`src/rtl/axi4l2core.sv`:
```
// AXI4-Lite responder bridging one AXI4-Lite slave port onto a core-style req/gnt/rvalid
// memory interface; one outstanding transaction, round-robin read/write arbitration.
module axi4l2core #(
    parameter logic [31:0] AddrBase = 32'h0000_0000,
    parameter logic [31:0] AddrMask = 32'h0000_FFFF
) (
    input  logic        clk_i,
    input  logic        rst_i,
    // AXI4-Lite write address / data / response
    input  logic        awvalid_i,
    output logic        awready_o,
    input  logic [31:0] awaddr_i,
    input  logic [2:0]  awprot_i,
    input  logic        wvalid_i,
    output logic        wready_o,
    input  logic [31:0] wdata_i,
    input  logic [3:0]  wstrb_i,
    output logic        bvalid_o,
    input  logic        bready_i,
    output logic [1:0]  bresp_o,
    // AXI4-Lite read address / data
    input  logic        arvalid_i,
    output logic        arready_o,
    input  logic [31:0] araddr_i,
    input  logic [2:0]  arprot_i,
    output logic        rvalid_o,
    input  logic        rready_i,
    output logic [31:0] rdata_o,
    output logic [1:0]  rresp_o,
    // Core-style memory port
    output logic        mem_req_o,
    input  logic        mem_gnt_i,
    input  logic        mem_rvalid_i,
    output logic        mem_we_o,
    output logic [3:0]  mem_be_o,
    output logic [31:0] mem_addr_o,
    output logic [31:0] mem_wdata_o,
    input  logic [31:0] mem_rdata_i,
    input  logic        mem_err_i
);

    localparam logic [1:0] RespOkay   = 2'b00;
    localparam logic [1:0] RespSlvErr = 2'b10;

    typedef enum logic [2:0] {StIdle, StReq, StWait, StBresp, StRresp} state_e;

    state_e      state_q, state_d;
    logic        last_rd_q, last_rd_d;
    logic        we_q, we_d;
    logic [31:0] addr_q, addr_d;
    logic [31:0] wdata_q, wdata_d;
    logic [3:0]  be_q, be_d;
    logic [1:0]  bresp_q, bresp_d;
    logic [1:0]  rresp_q, rresp_d;
    logic [31:0] rdata_q, rdata_d;

    logic        wr_cand, rd_cand, grant_wr, grant_rd, acc_hit;
    logic [31:0] acc_addr;
    logic        unused_prot;

    assign unused_prot = ^{awprot_i, arprot_i};

    // Contested cycles go to the kind that did not win the previous accept.
    assign wr_cand  = awvalid_i & wvalid_i;
    assign rd_cand  = arvalid_i;
    assign grant_rd = rd_cand & (~wr_cand | ~last_rd_q);
    assign grant_wr = wr_cand & ~grant_rd;
    assign acc_addr = grant_wr ? awaddr_i : araddr_i;
    assign acc_hit  = (acc_addr & ~AddrMask) == AddrBase;

    always_comb begin
        state_d   = state_q;
        last_rd_d = last_rd_q;
        we_d      = we_q;
        addr_d    = addr_q;
        wdata_d   = wdata_q;
        be_d      = be_q;
        bresp_d   = bresp_q;
        rresp_d   = rresp_q;
        rdata_d   = rdata_q;
        awready_o = 1'b0;
        wready_o  = 1'b0;
        arready_o = 1'b0;
        mem_req_o = 1'b0;
        bvalid_o  = 1'b0;
        rvalid_o  = 1'b0;

        case (state_q)
            StIdle: begin
                awready_o = grant_wr;
                wready_o  = grant_wr;
                arready_o = grant_rd;
                if (grant_wr || grant_rd) begin
                    last_rd_d = grant_rd;
                    we_d      = grant_wr;
                    addr_d    = {acc_addr[31:2], 2'b00};
                    if (grant_wr) begin
                        wdata_d = wdata_i;
                        be_d    = wstrb_i;
                    end else begin
                        be_d    = 4'hF;
                    end
                    if (acc_hit) begin
                        state_d = StReq;
                    end else if (grant_wr) begin
                        bresp_d = RespSlvErr;
                        state_d = StBresp;
                    end else begin
                        rresp_d = RespSlvErr;
                        rdata_d = 32'h0;
                        state_d = StRresp;
                    end
                end
            end
            StReq: begin
                mem_req_o = 1'b1;
                if (mem_gnt_i) begin
                    state_d = StWait;
                end
            end
            StWait: begin
                if (mem_rvalid_i) begin
                    if (we_q) begin
                        bresp_d = mem_err_i ? RespSlvErr : RespOkay;
                        state_d = StBresp;
                    end else begin
                        rresp_d = mem_err_i ? RespSlvErr : RespOkay;
                        rdata_d = mem_rdata_i;
                        state_d = StRresp;
                    end
                end
            end
            StBresp: begin
                bvalid_o = 1'b1;
                if (bready_i) begin
                    state_d = StIdle;
                end
            end
            StRresp: begin
                rvalid_o = 1'b1;
                if (rready_i) begin
                    state_d = StIdle;
                end
            end
            default: state_d = StIdle;
        endcase
    end

    always_ff @(posedge clk_i) begin
        if (rst_i) begin
            state_q   <= StIdle;
            last_rd_q <= 1'b0;
            we_q      <= 1'b0;
            addr_q    <= 32'h0;
            wdata_q   <= 32'h0;
            be_q      <= 4'h0;
            bresp_q   <= RespOkay;
            rresp_q   <= RespOkay;
            rdata_q   <= 32'h0;
        end else begin
            state_q   <= state_d;
            last_rd_q <= last_rd_d;
            we_q      <= we_d;
            addr_q    <= addr_d;
            wdata_q   <= wdata_d;
            be_q      <= be_d;
            bresp_q   <= bresp_d;
            rresp_q   <= rresp_d;
            rdata_q   <= rdata_d;
        end
    end

    assign mem_we_o    = we_q;
    assign mem_be_o    = be_q;
    assign mem_addr_o  = addr_q;
    assign mem_wdata_o = wdata_q;
    assign bresp_o     = bresp_q;
    assign rresp_o     = rresp_q;
    assign rdata_o     = rdata_q;

endmodule

```
`config.mk`:
```
export PLATFORM = sky130hd
export DESIGN_NAME = axi4l2core
export DESIGN_NICKNAME = d
export VERILOG_FILES = /design/src/rtl/axi4l2core.sv
export SDC_FILE = /design/constraint.sdc
export NUM_CORES = 1
export LEC_CHECK = 0
export ABC_AREA = 0
export CORE_MARGIN = 2
export CORE_UTILIZATION = 39
export CTS_CLUSTER_SIZE = 28
export DETAILED_ROUTE_END_ITERATION = 8
export MAX_ROUTING_LAYER = met4
export PLACE_DENSITY = 0.78
export RECOVER_POWER = 25
export SETUP_SLACK_MARGIN = 0.05
export SKIP_CTS_REPAIR_TIMING = 1
export SLEW_MARGIN = 20
export SYNTH_ARGS = -nofsm -noshare
export SYNTH_HDL_FRONTEND = slang
export SYNTH_SLANG_ARGS = --single-unit
```
`constraint.sdc`:
```
create_clock -name clk_i -period 2 [get_ports clk_i]
set_input_delay 0.6 -clock clk_i [delete_from_list [all_inputs] [get_ports clk_i]]
set_output_delay 0.6 -clock clk_i [all_outputs]
set_load 0.01 [all_outputs]
```
# Word-level counts from Yosys, hierarchy flattened

Cells that the tools add are included.

Word-level logic and storage cells: 74
Register bits after elaboration: 107
Output and inout port bits: 111

Reduce and logical (&&, ||, !) cells: 9
Equal/unequal tests: 14
Bitwise gates (word level): 7
Multiplexer cells: 35

Operators by type and width:

| kind                 | number |
|---|---|
| $mux W32             | 6 |
| $pmux W32 S2         | 1 |
| $logic_not A32 Y1    | 1 |
| $mux W3              | 8 |
| $mux W2              | 11 |
| $ne A2 B2 Y1 const B | 10 |
| $pmux W3 S5          | 1 |
| $reduce_and A6 Y1    | 2 |
| $pmux W2 S2          | 2 |
| $eq A3 B2 Y1 const B | 2 |
| $mux W1              | 5 |
| $reduce_and A5 Y1    | 1 |
| $mux W4              | 1 |
| $and A1 B1 Y1        | 3 |
| $eq A3 B1 Y1 const B | 1 |
| $eq A3 B3 Y1 const B | 1 |
| $logic_not A3 Y1     | 1 |
| $not A1 Y1           | 3 |
| $reduce_and A3 Y1    | 1 |
| $reduce_and A2 Y1    | 1 |
| $reduce_bool A2 Y1   | 1 |
| $logic_or A1 B1 Y1   | 1 |
| $or A1 B1 Y1         | 1 |

# Logic depth before layout (Yosys ltp)

Word-level depth: 11
Mapped depth: 8

# Worst setup path after synthesis

OpenSTA, ideal clock, no wires.

Path type: input-to-output
Start point: input port awvalid_i
End point: output port wready_o
Arrival: 1.369 ns
Required time: 1.400 ns
Slack: 0.031 ns
Stages: 5
Path through: and2_1 > nand3_2 > inv_2 > buf_4 > buf_4

Word-level cells in the longest chain between the ends: 7

RTL lines:

| element            | RTL line | source |
|---|---|---|
| start: declaration | 10       | `input logic awvalid_i,` |
| $and A1 B1 Y1 *    | 64       | `assign wr_cand = awvalid_i & wvalid_i;` |
| $not A1 Y1         | 66       | `assign grant_rd = rd_cand & (~wr_cand \| ~last_rd_q);` |
| $or A1 B1 Y1       | 66       |  |
| $and A1 B1 Y1      | 66       |  |
| $not A1 Y1         | 67       | `assign grant_wr = wr_cand & ~grant_rd;` |
| $and A1 B1 Y1 *    | 67       |  |
| $mux W1 *          | --       |  |
| end: declaration   | 15       | `output logic wready_o,` |

Mark *: on every way between the ends. The rest lies on a longest branch, timed or not.

# Final worst setup path

Start point: register state_q[1]
End point: output port wready_o

Word-level cells in the longest chain between the ends: 2

RTL lines:

| element                  | RTL line | source |
|---|---|---|
| start: declaration       | 47       | `state_e state_q, state_d;` |
| start signal: assignment | 151      | `state_q <= StIdle;` |
| start signal: assignment | 161      | `state_q <= state_d;` |
| $logic_not A3 Y1         | 88       | `case (state_q)` |
| $mux W1                  | 88       |  |

Every way passes these cells.

==> results.ini <==
[status]
status = complete, no violations

[detailed_routing]
drc = 0
routedWlPerCell_um = 15.9
via_per_inst = 5.32
ant_nets = 0
finalWirelength_mm = 15.3
drt-pass1-iter-count = 6
met3_length_um = 948
top_layer = met4
drtIter0Drc = 387
vias = 5110
route.layer.met1.wl_mm = 6.42
dr_wl_met2_mm = 7.46

[pwr]
peakVddDrop_uv = 425
power_w = 0.00537
power_density_mw_per_mm2 = 683
p_leak_nw = 2.75

[final_layout]
utilization_pct = 65.4
layout_commonest_cell = clkdlybuf4s50_1
finalNetCount = 955
drive_gt1_share_pct = 11.6
area_growth_pct = 63.8
stdcell_count = 960
most-common-layout-cells = clkdlybuf4s50_1 (234), dfxtp_1 (103), nand2_1 (82)

[die]
rows = 40
fp.dieW_um = 115
core_area_mm2 = 0.0120
die_area_mm2 = 0.0132
die_y_um = 115
initial_core_util_pct = 39.9
io_pins = 259

[timing]
period_minus_slack_ns = 1.91
slew_headroom_pct = 49.7
drv_slew = 0
period_share_pct = 95.7
clock_skew_ns = 0.00454
hold_viol_final = 0
tightest_slew_ns = 0.754
grt_setup_unrepaired = yes
fin_tns_setup_ns = 0
setup_viol = 0
clock.fmax_mhz = 522

[yosys]
ys_seq_area_share_pct = 43.8
yosysUniqueCellTypes = 42
async_flop_share_pct = 0
synthesis.area_mm2 = 0.00480
ys_dominant_reg_cell = dfxtp_1
synth_warnings = 0
netlist_instances = 560
yosys_register_bits = 105
synth_edf_count = 0
syn_avg_cell_area_um2 = 8.57

[min_path]
min_from = mem_wdata_o[6]
min_to = mem_wdata_o[6]
hp-class = flop to flop
whs_path_depth = 2

[clock_network]
htreeDepth = 3
ctsRootBufferMaster = clkbuf_16
cts.sinks = 105
cts_tree = built
clk_pin_slew_ns = 0.06
numCtsBuffers = 9
clk_latency_ns = 0.33
cts.path.max_buffers = 2

[setup_path]
critPathKind = flop to primary output
cp-end-kind = primary output
reg2reg_slack_ns = 0.15
reg2reg_from = state_q[1]
critical_path.max_fanout = 5
worstRegToRegCells = 5
cp.arrival_ns = 1.31
startpoint_type = flop
reg2reg_to = rresp_o[1]
required_ns = 1.40

[placement]
hpwl_mm = 11.3
gp_congestion = 0.902
numPortBuffers = 244
dpl.cell_count = 940

[global_route]
antenna_found_initial = 2
grt_max_degree = 77
grt_usage_pct = 23.1
overflow = 0
grt_pass1_vias = 4936
grt_pass1_wl_mm = 24.0

[job]
drv_cap = 0

-- how the worst max path moves through the flow --
stage	slack, ns	to	startpoint
2_1_floorplan	0.05	wready_o	awvalid_i
3_3_place_gp	-0.70	wready_o	awvalid_i
3_5_place_dp	-0.73	wready_o	awvalid_i
4_1_cts	-0.73	wready_o	awvalid_i
5_1_grt	0.02	mem_addr_o[23]	arvalid_i
6_report	0.09	wready_o	state_q[1]
-- per-stage QoR --
stage	worst slack, ns	cell area (µm²)	hold slack (ns)
final	0.0851	7860	0.457
after global routing	0.0181	7860	0.469
after CTS	-0.725	7830	0.457
after detailed placement	-0.726	7550	0.448
after global placement	-0.701	7550	0.443
after floorplan	0.0540	4820	0.458
-- cell families after synthesis --
group	share of synthesized area, %
simple gates	23.5
compound gates	22.1
flops	43.8
buf+inv	7.15
mux	3.34
other cells	0.0782
-- synth_stat cells, types with 2 or more instances --
cell / instances / area, µm²
a211oi_2: 5 / 62.6
o22ai_1: 35 / 219
a211oi_1: 10 / 75.1
a31oi_1: 34 / 213
nand2b_1: 34 / 213
dfxtp_1: 105 / 2100
nand3_2: 2 / 20.0
a311oi_1: 16 / 140
buf_2: 10 / 50.1
a21oi_1: 36 / 180
nand3b_1: 2 / 15.0
mux2i_1: 16 / 160
nor4_1: 8 / 50.1
and4_1: 2 / 17.5
nor3_1: 3 / 15.0
o21ai_0: 18 / 90.1
nor2_1: 37 / 139
buf_4: 13 / 97.6
nor3b_1: 35 / 263
nand2_1: 82 / 308
buf_6: 6 / 67.6
clkbuf_1: 28 / 105
inv_1: 4 / 15.0
-- critical path: stages (launching register included) --
cell      delay, ns
dfxtp_2        0.35
nor3_4         0.29
nand3_4        0.13
inv_6          0.09
clkbuf_2       0.13
-- where the power goes --
| part | internal (W) | switching, W |
|---|---|---|
| logic | 0.000758 | 0.000613 |
| registers | 0.00224 | 0.0000862 |
| clock network | 0.000939 | 0.000727 |
-- registers in the layout (all words and copies together), names as in the netlist --
signal and flops:
rresp_o 1, bresp_o 1, mem_be_o 4, last_rd_q 1, mem_we_o 1, state_q 3
mem_addr_o 30, rdata_o 32, mem_wdata_o 32
-- final cells by class --
type / instances / area, µm²
multi-input cells: 395 / 2410
diodes: 2 / 5.00
flip-flops and latches: 105 / 2100
clock inverters: 2 / 12.5
repair buffers: 291 / 2850
well taps: 147 / 184
clock buffers: 13 / 270
fillers: 973 / 4150
inverters: 5 / 23.8
-- routing by layer --
| metal | up-vias | track usage (%) |
|---|---|---|
| met1 | 2370 | 27.5 |
| met4 | 0 | 10.0 |
| li1 | 2504 | - |
| met3 | 32 | 4.06 |
| met5 | - | - |
| met2 | 204 | 38.4 |
Power figures use the tool's default switching activity.
